[src/rtl/uart_receiver.sv]
// 8N1 UART receiver: 2-flop synchronized input, mid-bit sampling,
// one-cycle valid strobe per correctly framed byte.
module uart_receiver #(
  parameter int unsigned CLK_FREQ     = 100_000_000,
  parameter int unsigned BAUD         = 115200,
  parameter int unsigned CLKS_PER_BIT = CLK_FREQ / BAUD
) (
  input  logic       clock,
  input  logic       rst,
  input  logic       rx,
  output logic [7:0] rx_data,
  output logic       rx_valid
);

  localparam int unsigned CW = $clog2(CLKS_PER_BIT);
  localparam logic [CW-1:0] HALF_M1 = CW'(CLKS_PER_BIT / 2 - 1);
  localparam logic [CW-1:0] FULL_M1 = CW'(CLKS_PER_BIT - 1);

  typedef enum logic [2:0] {
    S_IDLE,
    S_START,
    S_DATA,
    S_STOP,
    S_WAIT
  } state_e;

  state_e        state_q, state_d;
  logic          sync1_q;
  logic          rx_s_q;
  logic [CW-1:0] cnt_q, cnt_d;
  logic [2:0]    idx_q, idx_d;
  logic [7:0]    shift_q, shift_d;
  logic [7:0]    data_q, data_d;
  logic          valid_q, valid_d;
  logic          hit_half;
  logic          hit_full;

  assign hit_half = (cnt_q == HALF_M1);
  assign hit_full = (cnt_q == FULL_M1);

  always_ff @(posedge clock or posedge rst) begin
    if (rst) begin
      sync1_q <= 1'b1;
      rx_s_q  <= 1'b1;
      state_q <= S_IDLE;
      cnt_q   <= '0;
      idx_q   <= '0;
      shift_q <= '0;
      data_q  <= '0;
      valid_q <= 1'b0;
    end else begin
      sync1_q <= rx;
      rx_s_q  <= sync1_q;
      state_q <= state_d;
      cnt_q   <= cnt_d;
      idx_q   <= idx_d;
      shift_q <= shift_d;
      data_q  <= data_d;
      valid_q <= valid_d;
    end
  end

  always_comb begin
    state_d = state_q;
    unique case (state_q)
      S_IDLE: begin
        if (!rx_s_q) state_d = S_START;
      end
      S_START: begin
        if (hit_half) state_d = rx_s_q ? S_IDLE : S_DATA;
      end
      S_DATA: begin
        if (hit_full && idx_q == 3'd7) state_d = S_STOP;
      end
      // Stop sampled mid-bit leaves half a bit to catch the next start.
      S_STOP: begin
        if (hit_full) state_d = rx_s_q ? S_IDLE : S_WAIT;
      end
      S_WAIT: begin
        if (rx_s_q) state_d = S_IDLE;
      end
      default: state_d = S_IDLE;
    endcase
  end

  always_comb begin
    cnt_d   = cnt_q + CW'(1);
    idx_d   = idx_q;
    shift_d = shift_q;
    data_d  = data_q;
    valid_d = 1'b0;
    unique case (state_q)
      S_IDLE: begin
        cnt_d = '0;
      end
      S_START: begin
        if (hit_half) begin
          cnt_d = '0;
          idx_d = '0;
        end
      end
      S_DATA: begin
        if (hit_full) begin
          cnt_d          = '0;
          shift_d[idx_q] = rx_s_q;
          idx_d          = idx_q + 3'd1;
        end
      end
      S_STOP: begin
        if (hit_full) begin
          cnt_d = '0;
          if (rx_s_q) begin
            data_d  = shift_q;
            valid_d = 1'b1;
          end
        end
      end
      S_WAIT: begin
        cnt_d = '0;
      end
      default: begin
        cnt_d = '0;
      end
    endcase
  end

  assign rx_data  = data_q;
  assign rx_valid = valid_q;

endmodule

[config.mk]
export PLATFORM = sky130hd
export DESIGN_NAME = uart_receiver
export DESIGN_NICKNAME = d
export VERILOG_FILES = /design/src/rtl/uart_receiver.sv
export SDC_FILE = /design/constraint.sdc
export NUM_CORES = 1
export LEC_CHECK = 0
export ABC_AREA = 0
export CORE_ASPECT_RATIO = 0.8
export CORE_MARGIN = 2
export CORE_UTILIZATION = 55
export CTS_CLUSTER_SIZE = 10
export DETAILED_ROUTE_END_ITERATION = 10
export GPL_TIMING_DRIVEN = 0
export PLACE_DENSITY = 0.74
export SLEW_MARGIN = 20
export SYNTH_ARGS = -nofsm -noshare
export SYNTH_HDL_FRONTEND = slang
export SYNTH_SLANG_ARGS = --single-unit
[constraint.sdc]
create_clock -name clock -period 4 [get_ports clock]
set_clock_uncertainty 0.2 [all_clocks]
set_input_delay 0.4 -clock clock [delete_from_list [all_inputs] [get_ports clock]]
set_output_delay 0.4 -clock clock [all_outputs]
set_load 0.005 [all_outputs]
# Word level (Yosys, flattened, before mapping)

Index checks and enable logic that the tools add are counted.

Bits in registers: 35
Latch bits: 0
Memory bits (writable): 0
Bits in read-only memories: 0
Input bits: 3
Output and inout port bits: 9
Word-level logic and storage cells: 54
Memories: 0

$add $sub $neg: 2
Multiply operators: 0
Divide/modulo/power cells: 0
$lt $le $gt $ge: 2
Eq/ne operators: 13
Shift operators: 0
Mux-type cells: 20
Bitwise operators: 0
Reduce and logical (&&, ||, !) cells: 9

Operators by type and width:

| kind                                                                                 | count |
|---|---|
| 3-bit 2-to-1 mux                                                                     | 8 |
| 10-bit 2-to-1 mux                                                                    | 2 |
| 10-bit case mux with 2 select lines                                                  | 1 |
| 3-bit case mux with 5 select lines                                                   | 1 |
| 2-bit inequality test (second input constant)                                        | 6 |
| 10-bit by 1-bit adder with 10-bit output (second input constant)                     | 1 |
| 10-bit equality test (second input constant)                                         | 1 |
| 10-bit by 9-bit equality test with 1-bit output (second input constant)              | 1 |
| 8-bit bitwise mux                                                                    | 1 |
| 3-bit by 2-bit equality test with 1-bit output (second input constant)               | 2 |
| 3-bit equality test (second input constant)                                          | 2 |
| 3-bit case mux with 2 select lines                                                   | 1 |
| 3-bit AND reduction                                                                  | 2 |
| 5-bit AND reduction                                                                  | 1 |
| 3-bit by 4-bit less-than comparator with 1-bit output (second input constant)        | 1 |
| 1-bit 2-to-1 mux                                                                     | 4 |
| 3-bit by 1-bit adder with 3-bit output (second input constant)                       | 1 |
| 1-bit demux with 3-bit select                                                        | 1 |
| 3-bit by 1-bit equality test with 1-bit output (second input constant)               | 1 |
| 3-bit by 1-bit greater-or-equal comparator with 1-bit output (second input constant) | 1 |
| 3-bit logical NOT                                                                    | 1 |
| 1-bit logical AND                                                                    | 2 |
| 2-bit 2-to-1 mux                                                                     | 1 |
| 2-bit AND reduction                                                                  | 1 |
| other kinds (2)                                                                      | 2 |

# Depth between registers and ports, before layout

Gate-level depths: netlist of run 1.

Depth after elaboration: 5
Mapped depth: 6
Depth with buffers taken out: 6

# Least setup slack after synthesis of run 1

No wires, ideal clock.

Kind: register to register
Start point: reg cnt_q[0]
End point: reg data_q[0] (netlist: rx_data[0])
Library setup time: 0.125 ns
Arrival time: 1.776 ns
Data required time: 3.675 ns
Setup slack: 1.900 ns
Cell stages (with the launch flop): 6
Path buffers: 0
Period minus slack after synthesis: 2.100 ns
Cell sequence: dfrtp_1 > ha_1 > and4bb_4 > nand3_4 > nor4_4 > mux2_2

Word-level cells in the longest chain between the ends: 2

RTL lines:

| element                       | RTL line | text |
|---|---|---|
| start, declared               | 30       | `logic [CW-1:0] cnt_q, cnt_d;` |
| start signal, assigned        | 55       | `cnt_q <= cnt_d;` |
| 10-bit equality test          | 39       | `assign hit_full = (cnt_q == FULL_M1);` |
| 3-bit AND reduction (no line) | n/a      |  |
| end signal, assigned          | 58       | `data_q <= data_d;` |
| end, declared                 | 33       | `logic [7:0] data_q, data_d;` |

Every way passes these cells.
A chain may end at the register's enable or synchronous reset.

# Worst setup path after layout of run 1

Same ends and word-level chain as after synthesis.

==> results.toml, run 1 <==
[critical_path]
worstPathRequired_ns = 3.97
r2r_start = "cnt_q[0]$_DFF_PP0_"
worstRegToRegCells = 5
start_kind = "flop"
path_class = "flop to flop"
end_kind = "flop"
cp.arrival_ns = 2.42
worst-r2r-setup-slack_ns = 1.55
critPathMaxFanout = 9
r2r_end = "rx_data[0]$_DFFE_PP0P_"

[cts]
cts_tree = "built"
cts-root-buf = "clkbuf_8"
post_cts_resized = 0
clk_pin_slew_worst_paths_ns = 0.07
postCtsSetupBuffers = 0
clock-sinks = 35
h-tree-depth = 2
cts_hold_buffers = 0
cts_buffers = 5
insertion_delay_ns = 0.28
cts.path.max_buffers = 2

[outcome]
outcome = "completed"

[sta]
setup_tns_ns = 0
setup_ws_ns = 1.55
rsz0062_at_grt = "no"
whs_ns = 0.160
period_needed_ns = 2.45
period_share_pct = 61.3
fmax_mhz = 408
setup_violations = 0
worst_slew_pin_slew_ns = 0.695
hold_viol = 0
final-max-slew-violation-count = 0
maxSlewHeadroom_pct = 53.6

[route]
drt_iter0_markers = 88
vias_per_cell = 5.56
ant_nets = 0
routed_wl_mm = 2.96
drc_errors = 0
vias = 1134
drtPass1Iterations = 4
wire_per_inst_um = 14.5

[yosys]
synth_enable_flop_cells = 0
ys_top_cells_by_area = "dfrtp_1 49%, mux2_2 11%, nor2_1 4.2%"
async_flop_share_pct = 100
ys_seq_area_share_pct = 51.9
synth_top_area_cell = "dfrtp_1"
netlist.area_leader.share_pct = 48.8
synthFlopType = "dfrtp_1"
ys_ff_latch = 35
yosysUniqueCellTypes = 36
synthCells = 147
yosysWarningCount = 0
syn_nets = 154
syn_avg_cell_area_um2 = 11.5
syn_area_mm2 = 0.00169

[placed_design]
gp_congestion = 0.851
portBuffers = 11
place_hpwl_mm = 2.13
pre_cts_slack_ns = 1.56
placed_cells = 196

[layout]
drive_gt1_share_pct = 23.5
area_delta_synth_final_pct = 15.6
antenna_cells = 0
fin_nets = 172
final_cells = 204

[die]
start_util_pct = 59.4
die_area_mm2 = 0.00354
row_count = 17
fp.dieW_um = 66.0
die_h_um = 53.6
coreArea_mm2 = 0.00285
io_pins = 12

[global_route]
grt_first_pass_wirelength_mm = 5.30
grt_max_degree = 36
antenna_found_initial = 0
grt_pass1_vias = 1173
overflow = 0
grt_use_total_pct = 20.4

[power]
power_uw = 669
p_per_area_mw_per_mm2 = 342
peakVddDrop_v = 0.000276
p_leak_nw = 0.832

[worst_hold_path]
hold_start = "sync1_q$_DFF_PP1_"
hold_end = "rx_s_q$_DFF_PP1_"
worstHoldPathCells = 0
hp-class = "flop to flop"

[job]
cap_violations = 0
==> per-stage QoR <==
| step | util, % | cell area, µm² |
|---|---|---|
| 6_report | 68.7 | 1960 |
| 5_1_grt | 68.7 | 1960 |
| 4_1_cts | 68.7 | 1960 |
| 3_5_place_dp | 64.9 | 1850 |
| 3_3_place_gp | 64.9 | 1850 |
| 2_1_floorplan | - | 1690 |
==> placed cells by master, fill, tap and decap left out, types with 4 or more instances in the layout <==
cell type,count
nor3_1,4
nand2_1,7
inv_1,7
xnor2_1,4
clkbuf_1,4
mux2_2,17
ha_1,4
clkbuf_8,5
nor2_1,19
nand3_1,7
dfrtp_1,33
nand4_1,6
clkdlybuf4s50_1,11
xor2_1,4
==> worst max-delay path by stage <==
stage,depth (start not counted),from,end
2_1_floorplan,5,cnt_q[0]$_DFF_PP0_,rx_data[0]$_DFFE_PP0P_
3_3_place_gp,5,cnt_q[0]$_DFF_PP0_,rx_data[0]$_DFFE_PP0P_
3_5_place_dp,5,cnt_q[0]$_DFF_PP0_,rx_data[0]$_DFFE_PP0P_
4_1_cts,5,cnt_q[0]$_DFF_PP0_,rx_data[0]$_DFFE_PP0P_
5_1_grt,5,cnt_q[0]$_DFF_PP0_,rx_data[0]$_DFFE_PP0P_
6_report,5,cnt_q[0]$_DFF_PP0_,rx_data[0]$_DFFE_PP0P_
==> synthesized netlist by cell type, types with 3 or more instances <==
| cell | count |
|---|---|
| dfrtp_1 | 33 |
| nor2_1 | 19 |
| mux2_2 | 17 |
| inv_1 | 8 |
| nand2_1 | 7 |
| nand3_1 | 7 |
| nand4_1 | 6 |
| ha_1 | 4 |
| nor3_1 | 4 |
| xnor2_1 | 4 |
| xor2_1 | 4 |
| nor3b_1 | 3 |
==> logic make-up (layout without fill, tap and decap cells) <==
logic type               count (synthesis)  after routing  synth area share [%]
multiplexers                            19             19                  12.5
adder cells (fa/ha/maj)                  4              4                  2.96
AND/OR/NAND/NOR                         59             59                  21.1
AO/OA/AOI/OAI                            9              9                  4.14
buffers and inverters                   13             32                  3.25
flip-flops                              35             35                  51.9
XOR/XNOR                                 8              8                  4.14
==> state kept, by name, indices dropped and copies added, names as in the netlist <==
signal / flops
rx_s_q: 1
state_q: 3
cnt_q: 10
shift_q: 8
rx_data: 8
rx_valid: 1
idx_q: 3
sync1_q: 1
==> per-layer routing <==
metal | track usage, % | up-vias | routed length, µm
met5 | 0 | - | 0
met4 | 7.82 | 0 | 8
met3 | 6.49 | 2 | 114
met2 | 32.5 | 16 | 1370
met1 | 26.4 | 568 | 1470
li1 | - | 548 | -
==> worst max-delay path: stages, from the launching register on <==
cell and delay [ns]:
dfrtp_1 0.44, ha_1 0.30, and4bb_4 0.32, nand3_4 0.12, nor4_4 0.53, mux2_2 0.41
==> area by class of cell <==
| class | count | area [µm²] |
|---|---|---|
| Buffer | 5 | 25.0 |
| Clock buffer | 7 | 76.3 |
| Clock inverter | 1 | 30.0 |
| Fill cell | 212 | 893 |
| Inverter | 8 | 30.0 |
| Multi-Input combinational cell | 99 | 759 |
| Sequential cell | 35 | 878 |
| Tap cell | 38 | 47.5 |
| Timing Repair Buffer | 11 | 110 |
==> where the power goes <==
group | internal (mW) | total [mW] | switching, mW | leakage [nW]
Combinational | 0.00243 | 0.0115 | 0.00910 | 0.312
Clock | 0.186 | 0.301 | 0.115 | 0.0524
Sequential | 0.356 | 0.356 | 0.000550 | 0.467
Total | 0.544 | 0.669 | 0.124 | 0.832
Power figures use the tool's default switching activity.
==> inputs of run 2 (changes only) <==
- CORE_UTILIZATION: 55 -> 52
- clock period: 4 -> 2.25 ns (I/O delays scaled with it)
==> run 2 against run 1 <==
Clock power up 40%. Non-clock buffer count grew 1. First-iteration DRC count decreased by 5.7%. Cell count increased by 1.5%. Sequential power increased by 78%. Count of clock-buffer cells in the layout did not move. Largest cell class unchanged. Largest power group unchanged.
==> results.toml, run 2 (same netlist as run 1, synthesis figures left out) <==
[outcome]
outcome = "completed"

[layout]
final_common_cell = "dfrtp_1"
area_delta_synth_final_pct = 16.0
fin_area_mm2 = 0.00196
final_cells = 207
max_flop_register = "cnt_q"
fin_util_pct = 63.2
largest_register_ffs = 10
layout_common_cells = "31 x dfrtp_1, 19 x nor2_1, 17 x mux2_2"
fin_nets = 173
antenna_cells = 0
drive_gt1_share_pct = 26.3

[critical_path]
path_class = "flop to flop"
worstPathRequired_ns = 2.21
cp.arrival_ns = 2.10
end_kind = "flop"
start_kind = "flop"
critPathMaxFanout = 9

[die]
coreArea_mm2 = 0.00311
die_h_um = 55.0
row_count = 18
fp.dieW_um = 67.8
die_area_mm2 = 0.00373
start_util_pct = 54.5
io_pins = 12

[power]
p_leak_nw = 0.820
p_per_area_mw_per_mm2 = 548
peakVddDrop_v = 0.000417

[sta]
setup_violations = 0
setup_tns_ns = 0
worst_slew_pin_slew_ns = 0.706
setup_ws_ns = 0.111
period_needed_ns = 2.14
final-max-slew-violation-count = 0
hold_viol = 0
period_share_pct = 95.1
fmax_mhz = 467
maxSlewHeadroom_pct = 52.8

[cts]
cts-root-buf = "clkbuf_8"
cts_buffers = 5
cts.path.max_buffers = 2
cts_tree = "built"
cts_hold_buffers = 0
clk_pin_slew_worst_paths_ns = 0.07
h-tree-depth = 2
clock-sinks = 35
insertion_delay_ns = 0.27

[route]
vias = 1164
wire_per_inst_um = 14.4
ant_nets = 0
vias_per_cell = 5.62
drt_iter0_markers = 83
drc_errors = 0
routed_wl_mm = 2.98
drtPass1Iterations = 4

[placed_design]
portBuffers = 11
gp_congestion = 0.813
placed_cells = 198
place_hpwl_mm = 2.08
placed_cell_area_mm2 = 0.00185
pre_cts_slack_ns = -0.140

[global_route]
overflow = 0
grt_pass1_vias = 1117
grt_max_degree = 36
grt_use_total_pct = 19.1
antenna_found_initial = 0
grt_first_pass_wirelength_mm = 5.16

[job]
cap_violations = 0

[worst_hold_path]
hp-class = "flop to flop"
==> run 2: cell count changes in the layout (fill, tap and decap cells not counted), sizes merged <==
cell    before  now
buf          3    4
bufinv       1    0
clkinv       0    1
==> run 2: layout make-up <==
class	count	area, µm²
plain buffers	5	25.0
clock buffers	7	76.3
clock inverters	1	5.00
fillers	239	1140
inverters	8	30.0
multi-input cells	99	778
flip-flops and latches	35	881
well taps	40	50.0
repair buffers	12	118
==> run 2: worst paths after layout <==
check	startpoint	to	slack (ns)	depth (start not counted)
max	cnt_q[0]$_DFF_PP0_	rx_data[3]$_DFFE_PP0P_	0.11	6
min	sync1_q$_DFF_PP1_	rx_s_q$_DFF_PP1_	0.17	0
max reg2reg	cnt_q[0]$_DFF_PP0_	rx_data[3]$_DFFE_PP0P_	0.11	6
min reg2reg	sync1_q$_DFF_PP1_	rx_s_q$_DFF_PP1_	0.17	0
max in group asynchronous	rst	cnt_q[0]$_DFF_PP0_	1.16	2
min in group asynchronous	rst	rx_data[1]$_DFFE_PP0P_	0.18	2
==> run 2: through the flow <==
step                      power, mW  hold slack, ns
after global routing           1.13           0.172
after floorplan               0.658          0.0295
after CTS                      1.09           0.162
final                          1.08           0.165
after detailed placement      0.667           0.157
after global placement        0.666           0.147
==> run 2: timing repair <==
action                     in CTS  in global routing
resized for setup               1                  5
setup endpoints to repair       8                 10
pin swaps                       1                  0
buffers inserted                1                  0
==> run 2: power by group <==
group          total (mW)  switching (mW)  internal, mW
Combinational      0.0210          0.0167       0.00434
Sequential          0.633         0.00105         0.632
Clock               0.421           0.205         0.217
Total                1.08           0.222         0.854
==> run 2: layer usage <==
metal / global-route usage, % / up-vias / wire length (µm)
met3: 5.47 / 4 / 149
met1: 24.8 / 573 / 1380
met2: 30.4 / 36 / 1420
li1: - / 551 / -
met4: 8.00 / 0 / 33
met5: 0 / - / 0
==> run 2: critical path, cell delays in order, from the launching register on <==
cell and delay [ns]:
dfrtp_2 0.43, ha_4 0.18, and4bb_4 0.29, nand3_4 0.12, nor4_4 0.23, buf_4 0.22, mux2_2 0.36
==> inputs of run 3 (changes only) <==
- PLACE_DENSITY: 0.74 -> 0.79
==> run 3 against run 2 <==
Utilization is essentially flat. Routed wire length grew 1.9%. Sequential cell count is the same. Cell count shrank 0.48%. Non-clock buffer count is the same. Die area is the same. Sequential share of layout area is essentially flat. Global-route usage grew 0.051 points. Count of clock-buffer cells in the layout shrank 1. Sequential power is essentially flat. First-iteration DRC count shrank 28%. Critical endpoint is now rx_data[4]$_DFFE_PP0P_. Largest cell class unchanged. Largest power group unchanged.
==> results.toml, run 3 (same netlist as run 1, synthesis figures left out) <==
[layout]
layout_common_cells = "32 x dfrtp_1, 19 x nor2_1, 17 x mux2_2"
largest_register_ffs = 10
area_delta_synth_final_pct = 15.9
antenna_cells = 0
final_common_cell = "dfrtp_1"
drive_gt1_share_pct = 26.5
max_flop_register = "cnt_q"
fin_nets = 173

[cts]
cts.path.max_buffers = 2
clk_pin_slew_worst_paths_ns = 0.06
insertion_delay_ns = 0.28
clock-sinks = 35
h-tree-depth = 2
cts_tree = "built"
cts-root-buf = "clkbuf_8"
cts_buffers = 5

[power]
p_leak_nw = 0.828
p_per_area_mw_per_mm2 = 560
power_mw = 1.10
peakVddDrop_v = 0.000360

[global_route]
antenna_found_initial = 0
overflow = 0
grt_first_pass_wirelength_mm = 5.09
grt_max_degree = 36
grt_pass1_vias = 1137
grt_use_total_pct = 19.2

[critical_path]
cpMaxStageDelayCell = "dfrtp_2"
critPathMaxFanout = 9
path_buf_inv = 1
start_kind = "flop"
critPathMaxStageDelay_ns = 0.42
path_class = "flop to flop"
path_delay_family = "simple AND/OR/NAND/NOR gates"
crit_chain = "ha_2 > and4bb_4 > nand3_4 > nor4_4 > buf_6 > mux2_2"
worstPathRequired_ns = 2.21
cp.arrival_ns = 2.15
end_kind = "flop"

[route]
drc_errors = 0
ant_nets = 0
vias_per_cell = 5.58
vias = 1149
drt_iter0_markers = 60
drtPass1Iterations = 5
wire_per_inst_um = 14.7
routed_wl_mm = 3.04

[sta]
maxSlewHeadroom_pct = 52.8
fmax_mhz = 457
hold_viol = 0
period_needed_ns = 2.19
final-max-slew-violation-count = 0
rsz0062_at_grt = "yes"
worst_slew_pin_slew_ns = 0.707
setup_ws_ns = 0.0607
period_share_pct = 97.3
setup_violations = 0

[die]
start_util_pct = 54.5
fp.dieW_um = 67.8
io_pins = 12
row_count = 18
die_area_mm2 = 0.00373
die_h_um = 55.0
coreArea_mm2 = 0.00311

[placed_design]
gp_congestion = 0.750
place_hpwl_mm = 2.08
portBuffers = 11
pre_cts_slack_ns = -0.143

[outcome]
outcome = "completed"

[worst_hold_path]
hp-class = "input pin to flop"

[job]
cap_violations = 0
-- run 3: cell count changes in the layout (fill, tap and decap cells not counted), sizes merged --
cell and delta:
clkbuf -1
-- run 3: area by class of cell --
type                    instances  area [µm²]
clock inverters                 1        5.00
clock buffers                   6        82.6
fillers                       229        1150
well taps                      40        50.0
inverters                       8        30.0
plain buffers                   5        25.0
multi-input cells              99         768
repair buffers                 12         121
flip-flops and latches         35         880
-- run 3: layer usage --
layer	part of all wire, %	track usage, %	wire, µm	up-vias
met4	1.1	11.3	34	0
met1	48	24.3	1470	570
li1	-	-	-	552
met3	4.1	5.87	126	4
met5	0	0	0	-
met2	46	29.2	1410	23
-- run 3: path summary, 6_finish.rpt --
| kind | from | end | slack (ns) | depth (start not counted) |
|---|---|---|---|---|
| max in group asynchronous | rst | cnt_q[0]$_DFF_PP0_ | 1.18 | 2 |
| min in group asynchronous | rst | rx_data[0]$_DFFE_PP0P_ | 0.18 | 2 |
| worst max-delay path | cnt_q[0]$_DFF_PP0_ | rx_data[4]$_DFFE_PP0P_ | 0.06 | 6 |
| worst min-delay path | rx | sync1_q$_DFF_PP1_ | 0.16 | 1 |
| worst max register to register | cnt_q[0]$_DFF_PP0_ | rx_data[4]$_DFFE_PP0P_ | 0.06 | 6 |
| worst min register to register | sync1_q$_DFF_PP1_ | rx_s_q$_DFF_PP1_ | 0.16 | 0 |
-- run 3: power by group --
part | leakage, nW | internal (mW) | switching (mW)
clock network | 0.0470 | 0.240 | 0.204
registers | 0.466 | 0.633 | 0.00111
logic | 0.315 | 0.00433 | 0.0169
-- run 3: what timing repair did --
action,4_1_cts,5_1_grt
pin swaps,1,0
gates cloned,0,0
gates resized for setup,1,3
endpoints found under the setup margin,8,9
hold buffers,0,0
buffers inserted,1,0
-- run 3: per-stage QoR --
step	hold slack [ns]	cells	utilization, %	area, µm²	TNS, ns
floorplan	0.0295	147	-	1690	0
global placement	0.147	198	59.6	1850	-0.552
detailed placement	0.152	198	59.6	1850	-0.990
CTS	0.156	206	62.8	1950	0
global route	0.161	206	63.1	1960	-0.0377
finish	0.158	206	63.1	1960	0
